`src/rtl/ritc_pkg.sv`:
```
// Shared definitions for the RITC lane-alignment sequencer: FSM encoding,
// user-register addresses and the layout of the register-1 write word.
package ritc_pkg;

   typedef enum logic [2:0] {
      ST_IDLE,
      ST_SEL,
      ST_SETTLE,
      ST_READ,
      ST_CMP,
      ST_SLIP,
      ST_NEXT,
      ST_DONE
   } state_t;

   localparam logic [1:0] REG_CTRL  = 2'd0;
   localparam logic [1:0] REG_TRAIN = 2'd1;

   localparam int BITSLIP_POS = 7;
   localparam int TRAIN_POS   = 6;
   localparam int CH_MSB      = 5;
   localparam int CH_LSB      = 4;
   localparam int BIT_MSB     = 3;
   localparam int BIT_LSB     = 0;

   localparam int NUM_CH      = 3;
   localparam int BITS_PER_CH = 12;

   function automatic logic [5:0] lane_index(input logic [1:0] ch, input logic [3:0] bit_idx);
      return 6'(32'(ch) * BITS_PER_CH + 32'(bit_idx));
   endfunction

   function automatic logic [7:0] make_wdata(input logic slip, input logic train,
                                             input logic [1:0] ch, input logic [3:0] bit_idx);
      logic [7:0] w;
      w                  = '0;
      w[BITSLIP_POS]     = slip;
      w[TRAIN_POS]       = train;
      w[CH_MSB:CH_LSB]   = ch;
      w[BIT_MSB:BIT_LSB] = bit_idx;
      return w;
   endfunction

endpackage

```
`src/rtl/ritc_user_bus_master.sv`:
```
// Single-cycle initiator for the RITC user register port: strobes follow the
// request combinationally, addr/data hold their last value between transfers.
module ritc_user_bus_master
   import ritc_pkg::*;
(
   input  logic       CLK,
   input  logic       RST,
   input  logic       i_wr_req,
   input  logic       i_rd_req,
   input  logic [1:0] i_addr,
   input  logic [7:0] i_wdata,
   output logic       user_sel_o,
   output logic [1:0] user_addr_o,
   output logic [7:0] user_dat_o,
   output logic       user_wr_o,
   output logic       user_rd_o,
   input  logic [7:0] user_dat_i,
   output logic [7:0] o_rdata,
   output logic       o_ack
);

   logic [1:0] r_addr;
   logic [7:0] r_wdata;
   logic [7:0] r_rdata;
   logic       r_ack;
   logic       w_req;

   assign w_req = i_wr_req | i_rd_req;

   always_ff @(posedge CLK or posedge RST) begin
      if (RST) begin
         r_addr  <= REG_CTRL;
         r_wdata <= '0;
         r_rdata <= '0;
         r_ack   <= 1'b0;
      end else begin
         r_ack <= w_req;
         if (w_req)
            r_addr <= i_addr;
         if (i_wr_req)
            r_wdata <= i_wdata;
         if (i_rd_req)
            r_rdata <= user_dat_i;
      end
   end

   // Strobes derive from the FSM state, so an async reset drops them at once.
   assign user_sel_o  = w_req;
   assign user_wr_o   = i_wr_req;
   assign user_rd_o   = i_rd_req;
   assign user_addr_o = w_req ? i_addr : r_addr;
   assign user_dat_o  = i_wr_req ? i_wdata : r_wdata;
   assign o_rdata     = r_rdata;
   assign o_ack       = r_ack;

endmodule

```
`src/rtl/ritc_align_sequencer.sv`:
```
// Walks all 36 RITC lanes: select, settle, read train_sync, bitslip until the
// training pattern appears or the slip budget runs out.
module ritc_align_sequencer
   import ritc_pkg::*;
#(
   parameter logic [7:0] TRAIN_PATTERN = 8'hF0,
   parameter int         SETTLE_CYCLES = 32,
   parameter int         MAX_SLIPS     = 8,
   parameter logic       TRAIN_BIT     = 1'b0
) (
   input  logic        CLK,
   input  logic        RST,
   input  logic        start_i,
   output logic        user_sel_o,
   output logic [1:0]  user_addr_o,
   output logic [7:0]  user_dat_o,
   output logic        user_wr_o,
   output logic        user_rd_o,
   input  logic [7:0]  user_dat_i,
   output logic        busy_o,
   output logic        done_o,
   output logic        fail_o,
   output logic [35:0] fail_mask_o,
   output logic [3:0]  slips_o
);

   state_t      r_state;
   state_t      w_next;
   logic [1:0]  r_ch;
   logic [3:0]  r_bit;
   logic [3:0]  r_slip_cnt;
   logic [7:0]  r_settle_cnt;
   logic [35:0] r_fail_mask;
   logic        r_fail;
   logic [3:0]  r_slips;

   logic        w_wr_req;
   logic        w_rd_req;
   logic        w_slip_bit;
   logic [7:0]  w_wdata;
   logic [7:0]  w_rdata;
   logic        w_ack;
   logic        w_last;
   logic        w_match;
   logic        w_lane_fail;
   logic [5:0]  w_lane;

   assign w_last      = (r_ch == 2'(NUM_CH - 1)) && (r_bit == 4'(BITS_PER_CH - 1));
   assign w_lane      = lane_index(r_ch, r_bit);
   assign w_match     = (w_rdata == TRAIN_PATTERN);
   assign w_lane_fail = (r_state == ST_CMP) && w_ack && !w_match && (r_slip_cnt == 4'(MAX_SLIPS));
   assign w_wdata     = make_wdata(w_slip_bit, TRAIN_BIT, r_ch, r_bit);

   always_ff @(posedge CLK or posedge RST) begin
      if (RST)
         r_state <= ST_IDLE;
      else
         r_state <= w_next;
   end

   always_comb begin
      w_next     = r_state;
      w_wr_req   = 1'b0;
      w_rd_req   = 1'b0;
      w_slip_bit = 1'b0;
      case (r_state)
         ST_IDLE:   if (start_i) w_next = ST_SEL;
         ST_SEL: begin
            w_wr_req = 1'b1;
            w_next   = ST_SETTLE;
         end
         ST_SETTLE: if (r_settle_cnt == 8'(SETTLE_CYCLES - 1)) w_next = ST_READ;
         ST_READ: begin
            w_rd_req = 1'b1;
            w_next   = ST_CMP;
         end
         ST_CMP: begin
            if (w_ack) begin
               if (w_match || (r_slip_cnt == 4'(MAX_SLIPS)))
                  w_next = ST_NEXT;
               else
                  w_next = ST_SLIP;
            end
         end
         ST_SLIP: begin
            w_wr_req   = 1'b1;
            w_slip_bit = 1'b1;
            w_next     = ST_SETTLE;
         end
         ST_NEXT:   w_next = w_last ? ST_DONE : ST_SEL;
         ST_DONE:   w_next = ST_IDLE;
         default:   w_next = ST_IDLE;
      endcase
   end

   always_ff @(posedge CLK or posedge RST) begin
      if (RST) begin
         r_ch         <= '0;
         r_bit        <= '0;
         r_slip_cnt   <= '0;
         r_settle_cnt <= '0;
         r_fail_mask  <= '0;
         r_fail       <= 1'b0;
         r_slips      <= '0;
      end else begin
         case (r_state)
            ST_IDLE: begin
               if (start_i) begin
                  r_ch        <= '0;
                  r_bit       <= '0;
                  r_slip_cnt  <= '0;
                  r_fail_mask <= '0;
                  r_fail      <= 1'b0;
               end
            end
            ST_SEL:    r_settle_cnt <= '0;
            ST_SLIP: begin
               r_settle_cnt <= '0;
               r_slip_cnt   <= r_slip_cnt + 4'd1;
            end
            ST_SETTLE: r_settle_cnt <= r_settle_cnt + 8'd1;
            ST_CMP:    if (w_lane_fail) r_fail_mask[w_lane] <= 1'b1;
            ST_NEXT: begin
               r_slips    <= r_slip_cnt;
               r_slip_cnt <= '0;
               // Bit field wraps at 12 into the next channel; codes 12..15 never appear.
               if (!w_last) begin
                  if (r_bit == 4'(BITS_PER_CH - 1)) begin
                     r_bit <= '0;
                     r_ch  <= r_ch + 2'd1;
                  end else begin
                     r_bit <= r_bit + 4'd1;
                  end
               end
            end
            ST_DONE:   r_fail <= |r_fail_mask;
            default: ;
         endcase
      end
   end

   ritc_user_bus_master u_bus (
      .CLK         (CLK),
      .RST         (RST),
      .i_wr_req    (w_wr_req),
      .i_rd_req    (w_rd_req),
      .i_addr      (REG_TRAIN),
      .i_wdata     (w_wdata),
      .user_sel_o  (user_sel_o),
      .user_addr_o (user_addr_o),
      .user_dat_o  (user_dat_o),
      .user_wr_o   (user_wr_o),
      .user_rd_o   (user_rd_o),
      .user_dat_i  (user_dat_i),
      .o_rdata     (w_rdata),
      .o_ack       (w_ack)
   );

   assign busy_o      = (r_state != ST_IDLE);
   assign done_o      = (r_state == ST_DONE);
   assign fail_o      = r_fail;
   assign fail_mask_o = r_fail_mask;
   assign slips_o     = r_slips;

endmodule

```
`config.mk`:
```
export PLATFORM = sky130hd
export DESIGN_NAME = ritc_align_sequencer
export DESIGN_NICKNAME = d
export VERILOG_FILES = /design/src/rtl/ritc_pkg.sv /design/src/rtl/ritc_user_bus_master.sv /design/src/rtl/ritc_align_sequencer.sv
export SDC_FILE = /design/constraint.sdc
export NUM_CORES = 1
export LEC_CHECK = 0
export ABC_AREA = 1
export BUFFER_PORTS_ARGS = -buffer_cell sky130_fd_sc_hd__buf_2
export CAP_MARGIN = 30
export CORE_MARGIN = 2
export CORE_UTILIZATION = 35
export DETAILED_ROUTE_END_ITERATION = 8
export GPL_TIMING_DRIVEN = 0
export PLACE_DENSITY_LB_ADDON = 0.3
export RECOVER_POWER = 50
export SETUP_SLACK_MARGIN = 0.3
export SLEW_MARGIN = 5
export SYNTH_ARGS = -nofsm -noshare
export SYNTH_HDL_FRONTEND = slang
export SYNTH_SLANG_ARGS = --single-unit
export TNS_END_PERCENT = 1
```
`constraint.sdc`:
```
create_clock -name CLK -period 6.2 [get_ports CLK]
set_clock_uncertainty 0.1 [all_clocks]
set_input_delay 0.31 -clock CLK [delete_from_list [all_inputs] [get_ports CLK]]
set_output_delay 0.31 -clock CLK [all_outputs]
set_load 0.005 [all_outputs]
```
* Word level (Yosys, flattened, before mapping)
Index checks and enable logic that the tools add are counted.
** Cells by class
- $add $sub $neg :: 5
- Multiply operators :: 1
- Divide/modulo/power cells :: 0
- Order comparisons :: 2
- Eq/ne operators :: 18
- Shifts and indexed selects :: 0
- Muxes and demuxes :: 28
- Bitwise operators :: 2
- Reductions and logical operators :: 22
** Operators with widths (number)
- $mux 36 :: 2
- $pmux 36 s2 :: 1
- $or 36x36->36 :: 1
- $reduce_or 36->1 :: 1
- $pmux 3 s7 :: 1
- $pmux 8 s2 :: 1
- $eq 3x3->1 const B :: 4
- $mux 3 :: 4
- $mux 4 :: 3
- $pmux 4 s3 :: 1
- $mux 2 :: 5
- $ne 2x2->1 const B :: 5
- $reduce_and 3->1 :: 3
- $add 4x1->4 const B :: 2
- $add 8x1->8 const B :: 1
- $eq 4x4->1 const B :: 2
- $eq 8x5->1 const B :: 1
- $eq 8x8->1 const B :: 1
- $mux 8 :: 1
- $pmux 4 s2 :: 1
- $reduce_bool 2->1 :: 4
- $lt 6x7->1 const B :: 1
- $add 6x4->6 :: 1
- $demux 1 s6 :: 1
- other kinds (19) :: 30
** Storage, ports and cells
- Bits in registers :: 81
- Latch bits :: 0
- RAM bits :: 0
- Bits in read-only memories :: 0
- Output and inout port bits :: 56
- Memories kept :: 0

* Longest topological paths before layout
Gate-level depths: netlist of run 1.
- Word-level depth :: 9
- Gate-level depth with buffers :: 13

* Cells and area by module
From an unflattened synthesis of run 1, not the netlist that was laid out.
** Second synthesis, totals
- Cell total of the unflattened synthesis :: 557
- Area total of the unflattened synthesis :: 4469.3 um^2
** Modules (own cells, without submodules)
- ritc_align_sequencer :: times used 1, cells an instance 475, area an instance 3724.8 um^2, sequential area each 1551.5 um^2
- ritc_user_bus_master :: times used 1, cells an instance 82, area an instance 744.5 um^2, sequential area each 475.5 um^2

* Worst setup path before layout of run 1
OpenSTA, ideal clock, no wires.
- Path kind :: register to register
- Start :: reg r_ch[0]
- End :: reg r_fail_mask[0], in the netlist fail_mask_o[0]
- Library setup time :: 0.065 ns
- Data arrival time :: 2.148 ns
- Slack :: 3.887 ns
- Stages on the path, launching flop included :: 11
- Path buffers :: 1
- Cells stage by stage :: dfrtp_1 -> inv_1 -> ha_1 -> fa_1 -> buf_4 -> clkinv_1 -> nor2_4 -> nand2_2 -> o21ai_0 -> nand3_1 -> nand2_1
** Between the ends
- Word-level cells in the longest chain between the ends :: 9
- Elaborated cells on any way between the ends :: 10
** RTL lines
- start: declaration :: line ritc_align_sequencer.sv:29 : logic [1:0] r_ch;
- start signal: assignment :: line ritc_align_sequencer.sv:130 : r_ch <= r_ch + 2'd1;
- $mul 2x2->4 * :: line ritc_pkg.sv:30 : return 6'(32'(ch) * BITS_PER_CH + 32'(bit_idx));
- $add 6x4->6 * :: line ritc_pkg.sv:30
- $lt 6x7->1 (not written as such) / $ge 6x1->1 (equally long branches) :: line ritc_align_sequencer.sv:122 : ST_CMP: if (w_lane_fail) r_fail_mask[w_lane] <= 1'b1;
- $logic_and 1x1->1 (not written as such) :: line ritc_align_sequencer.sv:122
- $mux 1 (not written as such) :: line ritc_align_sequencer.sv:122
- $demux 1 s6 * :: line ritc_align_sequencer.sv:122
- $or 36x36->36 (no source line) *
- $mux 36 * :: line ritc_align_sequencer.sv:122
- $pmux 36 s2 * :: line ritc_align_sequencer.sv:106 : case (r_state)
- end signal: assignment :: line ritc_align_sequencer.sv:102 : r_fail_mask <= '0;
- end signal: assignment :: line ritc_align_sequencer.sv:112 : r_fail_mask <= '0;
- end signal: indexed assignment :: line ritc_align_sequencer.sv:122
- end: declaration :: line ritc_align_sequencer.sv:33 : logic [35:0] r_fail_mask;
Every way passes the cells marked *; elsewhere a longest branch is shown, timed or not. The select of a mux whose other input is x is not followed.
A chain may end at the register's enable or synchronous reset.

* Worst setup path after layout of run 1
- Start :: reg r_ch[0]
- End :: reg r_fail_mask[6], in the netlist fail_mask_o[6]
Same word-level chain as after synthesis.

==> metrics, run 1 <==
outcome finished, violations left; failing checks max-capacitance violations, max-slew violations; met2 wire length 4720 µm; RePlAce Congestion ~0.84; DIE WIDTH 114 µm; Worst Path Max Fanout 10; Wirelength per Cell 13.2 µm; core area 0.0119 mm²; IO Pins between 60 and 70; fin area 0.00506 mm²; Cells after Synth 539; largest net degree at the start of global routing around 50; Layout area overhead 19.3%; Post-synth ARST share 100%; register area share after synthesis 47.8%; CP Capture Point fail_mask_o[6]; dpl hpwl 7600 µm; highest metal used met4; WS Path Type flop to flop; Post-synth EDFFs 0; Hold Crit Class primary input to flop; Max Cap Viol 1; Total Die Area 0.0130 mm²; cell with the largest stage delay on the worst path fa_1; CP max stage delay ~520 ps; n_diodes 0; Slew @ Worst Pin roughly 1500 ps; reg2reg end fail_mask_o[6]; Power Density between 300 and 400 mW/mm²; CP endpoint kind flop; share of layout cells above drive strength 1 between 10% and 20%; Rows 40; worst r2r src r_ch[0]; Final Hold Fails 0; Unique masters post-synth 37; final core occ a little over two fifths; Worst setup startpoint r_ch[0]; Worst R2R Setup Slack about 3600 ps; Final setup viols 0; DRC violation total after the first TritonRoute iteration between 200 and 250; CTS tree built; met1 wire length a little under 5000 µm; Max VDD drop between 0.0001 and 0.00015 V; CTS clk-pin slew, worst paths 60 ps; Yosys top cell area share 47.8%; initial antenna violation count 0; worst r2r path cells 10; startpoint types flop; Mean Syn Cell Area 7.87 µm²; via/cell ratio 4.89; post-cts resize count 0; CTS H-tree depth 3; met3 wire length around 450 µm; DRC viols 0; Max Buffers Root-to-Sink 2; fmax 377 MHz; CP cell instances inv_1, ha_1, fa_1, buf_4, clkinv_1, nor2_4, nand2_2, o21ai_0, nand3_1, nand2_1; Primary FF master, synth dfrtp_1; Syn. warnings 0; worst skew pair latency between 300 and 400 ps; Synth area leaders dfrtp_1 48%, nand2_1 13%, nand3_1 7.4%, inv_1 7.2%, o21ai_0 4.7%; clock root cell clkbuf_16; setup bufs post-CTS 0; Power Total 1.71 mW; hold_buf cts 1; commonest non-fill, non-tap cell in the layout nand2_1; ANT nets after route 0; IO buf count 66; TritonRoute pass-1 iters 5; worst hold margin 80.1 ps; cell type with the largest total area after synthesis dfrtp_1; # clock sinks 81; Post-Syn Nets ~560; # nets final 638; TNS Setup 0 ps; period utilization a little over two fifths; final WL 10,200 µm; final critical-path required period 2650 ps; GR Util All Layers 16.8%; Syn Std Cell Area 0.00424 mm²; Slew Limit Fails 32; most frequent cells in the layout 152 x nand2_1, 81 x dfrtp_1, 80 x inv_1, 63 x nand3_1, 61 x buf_2; placed inst area 0.00479 mm²; Vias 3,763; cts bufs inserted 9; WP data arrival around 2800 ps; Buffers & Inverters on Critical Path 3; synthesized flop and latch total 81; Worst Path Required 6370 ps; leakage around 2.7 nW; WP depth 10; initial core utilization 35.6%; first-pass GRT wire length 17,400 µm; CP top delay family adder cells; slew margin rel. -1.54%; Die Y 114 µm; vias in the first global route 3,645; RSZ-0062 raised after global routing no; aggregate global routing overflow 0
==> metal layers <==
layer	track usage [%]	up-vias
met4	4.07	0
met2	26.2	76
met1	23.5	1777
met3	4.13	6
met5	0	-
li1	-	1904
==> synthesized netlist by cell type (4+ instances only) <==
cell type and count:
ha_1 8, buf_2 9, dfrtp_1 81, nand2_1 152
o21ai_1 4, nor3_1 12, buf_4 5, nand3_1 63
nor2_1 17, inv_1 81, o21ai_0 40, inv_2 7
nand4_1 26
==> worst min-delay path by stage <==
stage                     from               end  slack, ps  cells past startpoint
2_1_floorplan    user_dat_i[5]  u_bus.o_rdata[5]        330                      2
3_3_place_gp   u_bus.r_addr[0]   u_bus.r_addr[0]        340                      1
3_5_place_dp               RST  u_bus.o_rdata[7]        250                      2
4_1_cts          user_dat_i[2]  u_bus.o_rdata[2]         70                      3
5_1_grt          user_dat_i[6]  u_bus.o_rdata[6]         90                      3
6_report         user_dat_i[2]  u_bus.o_rdata[2]         80                      3
==> flip-flops by register name (all words and copies together) (netlist names), 3 cells and up <==
signal / cells
slips_o: 4
r_slip_cnt: 4
r_settle_cnt: 8
fail_mask_o: 36
u_bus.o_rdata: 8
u_bus.r_wdata: 8
r_bit: 4
r_state: 3
==> cell type report <==
class / count / area [µm²]
inverters: 89 / 335
clock buffers: 13 / 250
flip-flops and latches: 81 / 2030
plain buffers: 18 / 120
clock inverters: 3 / 40.0
fillers: 1195 / 6850
multi-input cells: 351 / 1750
well taps: 147 / 184
repair buffers: 68 / 350
==> where the power goes <==
part	switching (mW)	internal, mW	leakage [nW]
sequential	0.0578	0.611	1.10
clock	0.205	0.322	0.144
combinational	0.349	0.167	1.47
total	0.613	1.10	2.72
==> per-stage QoR <==
stage / cells / setup WS (ps)
global route: 770 / 3350
CTS: 770 / 3560
floorplan: 539 / 3710
detailed placement: 753 / 3600
global placement: 752 / 2690
finish: 770 / 3550
==> kinds of logic after synthesis <==
family,share of synthesized area (%)
simple gates,30.0
compound gates,7.43
flops,47.8
xor+xnor,1.27
buf+inv,10.7
fa+ha+maj,2.83
==> tightest hold or removal path, stage by stage <==
cell and delay [ps]:
buf_2 80, nand2_1 40, nand2_1 50
Power figures use the tool's default switching activity.
==> run 2, diff against run 1 <==
- ABC_AREA: 1 -> 0
- clock period: 6.2 -> 2.65 ns (I/O delays scaled with it)
==> run 2 against run 1 <==
Net effect: the run still ends with max-capacitance violations, max-slew violations left; via count shrank 14%; highest routed layer unchanged; worst setup slack lost 3200 ps; largest cell class unchanged; largest power group is now combinational logic; combinational power grew to 4.5 times the previous value.
==> metrics, run 2 <==
Slew Limit Fails 40 (was 32); max reg flops 36 (unchanged); Cells after Synth 391 (was 539); largest net degree at the start of global routing 43 (was 51); worst r2r src r_ch[0] (unchanged); DRC violation total after the first TritonRoute iteration 171 (was 228); Hold Crit Class primary input to flop (unchanged); cell type with the largest total area after synthesis dfrtp_1 (unchanged); CP cell instances inv_2, ha_4, inv_2, ha_4, nand3_2, a32oi_4, nand2_4, buf_12, o41ai_2 (was inv_1, ha_1, fa_1, buf_4, clkinv_1, nor2_4, nand2_2, o21ai_0, nand3_1, nand2_1); ANT nets after route 0 (unchanged); reg2reg end fail_mask_o[26] (was fail_mask_o[6]); cell with the largest stage delay on the worst path dfrtp_2 (was fa_1); via/cell ratio 5.17 (was 4.89); TritonRoute pass-1 iters 4 (was 5); most frequent cells in the layout 83 x nand2_1, 78 x dfrtp_1, 57 x buf_2, 26 x clkbuf_1, 20 x o21ai_0 (was 152 x nand2_1, 81 x dfrtp_1, 80 x inv_1, 63 x nand3_1, 61 x buf_2); most common cell in the netlist nand2_1 (unchanged); CP top delay family compound AO/OA/AOI/OAI gates (was adder cells); Post-Syn Nets 411 (was 559); worst skew pair latency 360 ps (was 330 ps); Worst Path Required 2800 ps (was 6370 ps); CP max stage delay 420 ps (was 520 ps); Yosys top cell area share 52.3% (was 47.8%); Syn. warnings 0 (unchanged); multi-input logic area 0.00180 mm² (was 0.00175 mm²); worst r2r path cells 9 (was 10); slew margin rel. -4.62% (was -1.54%); Final setup viols 0 (unchanged); Vias 3,240 (was 3,763); DRC viols 0 (unchanged); RePlAce Congestion 0.792 (was 0.841); met3 wire length 427 µm (was 449 µm); Max Buffers Root-to-Sink 2 (unchanged); final critical-path required period 2280 ps (was 2650 ps); Rows 38 (was 40); WP data arrival 2430 ps (was 2820 ps); final std cells w/o fill 627 (was 770); Primary FF master, synth dfrtp_1 (unchanged); initial antenna violation count 0 (unchanged); outcome finished, violations left (unchanged); IO buf count 66 (unchanged); CTS clk-pin slew, worst paths 80 ps (was 60 ps); Buffers & Inverters on Critical Path 3 (unchanged); synth cell count leaders 84 x nand2_1, 81 x dfrtp_1, 24 x o21ai_0, 15 x clkbuf_1, 15 x nor2_1 (was 152 x nand2_1, 81 x dfrtp_1, 81 x inv_1, 63 x nand3_1, 40 x o21ai_0); clock root cell clkbuf_8 (was clkbuf_16); startpoint types flop (unchanged); RSZ-0062 raised after global routing yes (was no); DIE WIDTH 109 µm (was 114 µm); GR Util All Layers 16.9% (was 16.8%); Syn Std Cell Area 0.00387 mm² (was 0.00424 mm²); cts bufs inserted 9 (unchanged); core area 0.0108 mm² (was 0.0119 mm²); n_diodes 0 (unchanged); Synth area leaders dfrtp_1 52%, nand2_1 8.1%, o21ai_0 3.1%, ha_1 2.6%, o31ai_1 2.5% (was dfrtp_1 48%, nand2_1 13%, nand3_1 7.4%, inv_1 7.2%, o21ai_0 4.7%); Layout area overhead 25.8% (was 19.3%); period utilization 86.1% (was 42.7%); Worst Path Max Fanout 7 (was 10); Unique masters post-synth 51 (was 37); # nets final 504 (was 638); CTS tree built (unchanged); # clock sinks 81 (unchanged); met2 wire length 4640 µm (was 4720 µm); Reg area 0.00203 mm² (about the same); Wirelength per Cell 15.5 µm (was 13.2 µm); Final Hold Fails 0 (unchanged); hold path endpoint r_state[0] (was u_bus.o_rdata[2]); Post-synth EDFFs 0 (unchanged); commonest non-fill, non-tap cell in the layout nand2_1 (unchanged); synthesized flop and latch total 81 (unchanged); share of layout cells above drive strength 1 24.2% (was 16.1%); hold_sp start_i (was user_dat_i[2]); Total Die Area 0.0119 mm² (was 0.0130 mm²); fmax 438 MHz (was 377 MHz); Power Density 1070 mW/mm² (was 339 mW/mm²); Max Cap Viol 1 (unchanged); placed cell count 598 (was 753); vias in the first global route 2,994 (was 3,645); first-pass GRT wire length 15,500 µm (was 17,400 µm); leakage 2.26 nW (was 2.72 nW); Slew @ Worst Pin 1570 ps (was 1510 ps); Power Total 5.23 mW (was 1.71 mW); IO Pins 67 (unchanged); register area share after synthesis 52.3% (was 47.8%); Post-synth ARST share 100% (unchanged); aggregate global routing overflow 0 (unchanged); highest metal used met4 (unchanged); met1 wire length 4470 µm (was 4920 µm); Mean Syn Cell Area 9.91 µm² (was 7.87 µm²); CTS H-tree depth 3 (unchanged); fillcell total 1,064 (was 1,195); CP endpoint kind flop (unchanged); Die Y 109 µm (was 114 µm); WHS Path Cells 3 (unchanged); Worst R2R Setup Slack 370 ps (was 3550 ps); failing checks max-capacitance violations, max-slew violations (unchanged); dpl hpwl 6880 µm (was 7600 µm); WS Path Type flop to flop (unchanged); initial core utilization 35.7% (was 35.6%); final WL 9710 µm (was 10,200 µm); Max VDD drop 0.000454 V (was 0.000131 V)
## run 2: cell types whose count changed after synthesis, moves of 10 or more
cell	before	now
nand4_1	26	5
o31ai_1	3	13
nand3_1	63	14
o21ai_0	40	24
clkbuf_1	1	15
inv_1	81	12
nand2_1	152	84
## run 2: worst max-delay path by stage
stage	endpoint	slack [ps]	depth (start not counted)	from
global placement	r_settle_cnt[5]	-660	2	RST
CTS	fail_mask_o[19]	220	7	r_ch[0]
detailed placement	fail_mask_o[9]	-110	7	r_ch[0]
global route	user_dat_o[4]	270	6	r_state[1]
finish	fail_mask_o[26]	370	9	r_ch[0]
floorplan	fail_mask_o[10]	310	7	r_ch[0]
## run 2: worst register-to-register path: cells and delay by family (launching register included)
family	cells	cell delay, ps
AO/OA/AOI/OAI	2	590
adder cells (fa/ha/maj)	2	550
buffers and inverters	3	300
AND/OR/NAND/NOR	2	240
flip-flops	1	420
## run 2: cells by family after synthesis
family | Yosys count | share of synthesized area (%)
buffers and inverters | 35 | 3.81
adder cells (fa/ha/maj) | 9 | 3.10
flip-flops | 81 | 52.3
multiplexers | 12 | 3.36
XOR/XNOR | 1 | 0.420
AO/OA/AOI/OAI | 80 | 14.8
AND/OR/NAND/NOR | 173 | 22.2
## run 2: per-layer routing
metal	vias to the layer above	global-route usage [%]
li1	1575	-
met1	1583	22.0
met2	71	27.7
met3	11	4.30
met4	0	5.24
met5	-	0
## run 2: metrics by stage
| step | util [%] | hold slack (ps) | setup TNS, ps | worst slack, ps | area (µm²) |
|---|---|---|---|---|---|
| 2_1_floorplan | - | 183 | 0 | 305 | 3880 |
| 3_3_place_gp | 40.4 | 264 | -53090 | -657 | 4380 |
| 3_5_place_dp | 40.6 | 116 | -310 | -107 | 4400 |
| 4_1_cts | 43.8 | 62.5 | 0 | 216 | 4750 |
| 5_1_grt | 45.0 | 131 | 0 | 268 | 4870 |
| 6_report | 45.0 | 76.9 | 0 | 369 | 4870 |
## run 2: what timing repair did
action                                 CTS  global route
endpoints found under the hold margin   47             0
gates resized for setup                  8            32
buffers inserted                         3             2
gates cloned                             0             1
pin swaps                                2             4
setup endpoints to repair               40            46
hold buffers                             9             0
## run 2: area by class of cell
class                      instances  area share [%]
sequential                        81            41.7
multi-input combinational        275            36.9
timing repair buffer              82            10.1
tap                              140            3.59
buffer                            23            2.80
clock buffer                      11            2.70
clock inverter                     3            1.39
inverter                          12           0.924
## run 2: power breakdown
group / switching (mW) / leakage (nW) / total [mW] / internal [mW]
clock: 0.435 / 0.0955 / 0.956 / 0.521
combinational: 1.36 / 1.12 / 2.33 / 0.973
sequential: 0.323 / 1.05 / 1.94 / 1.62
total: 2.12 / 2.26 / 5.23 / 3.11
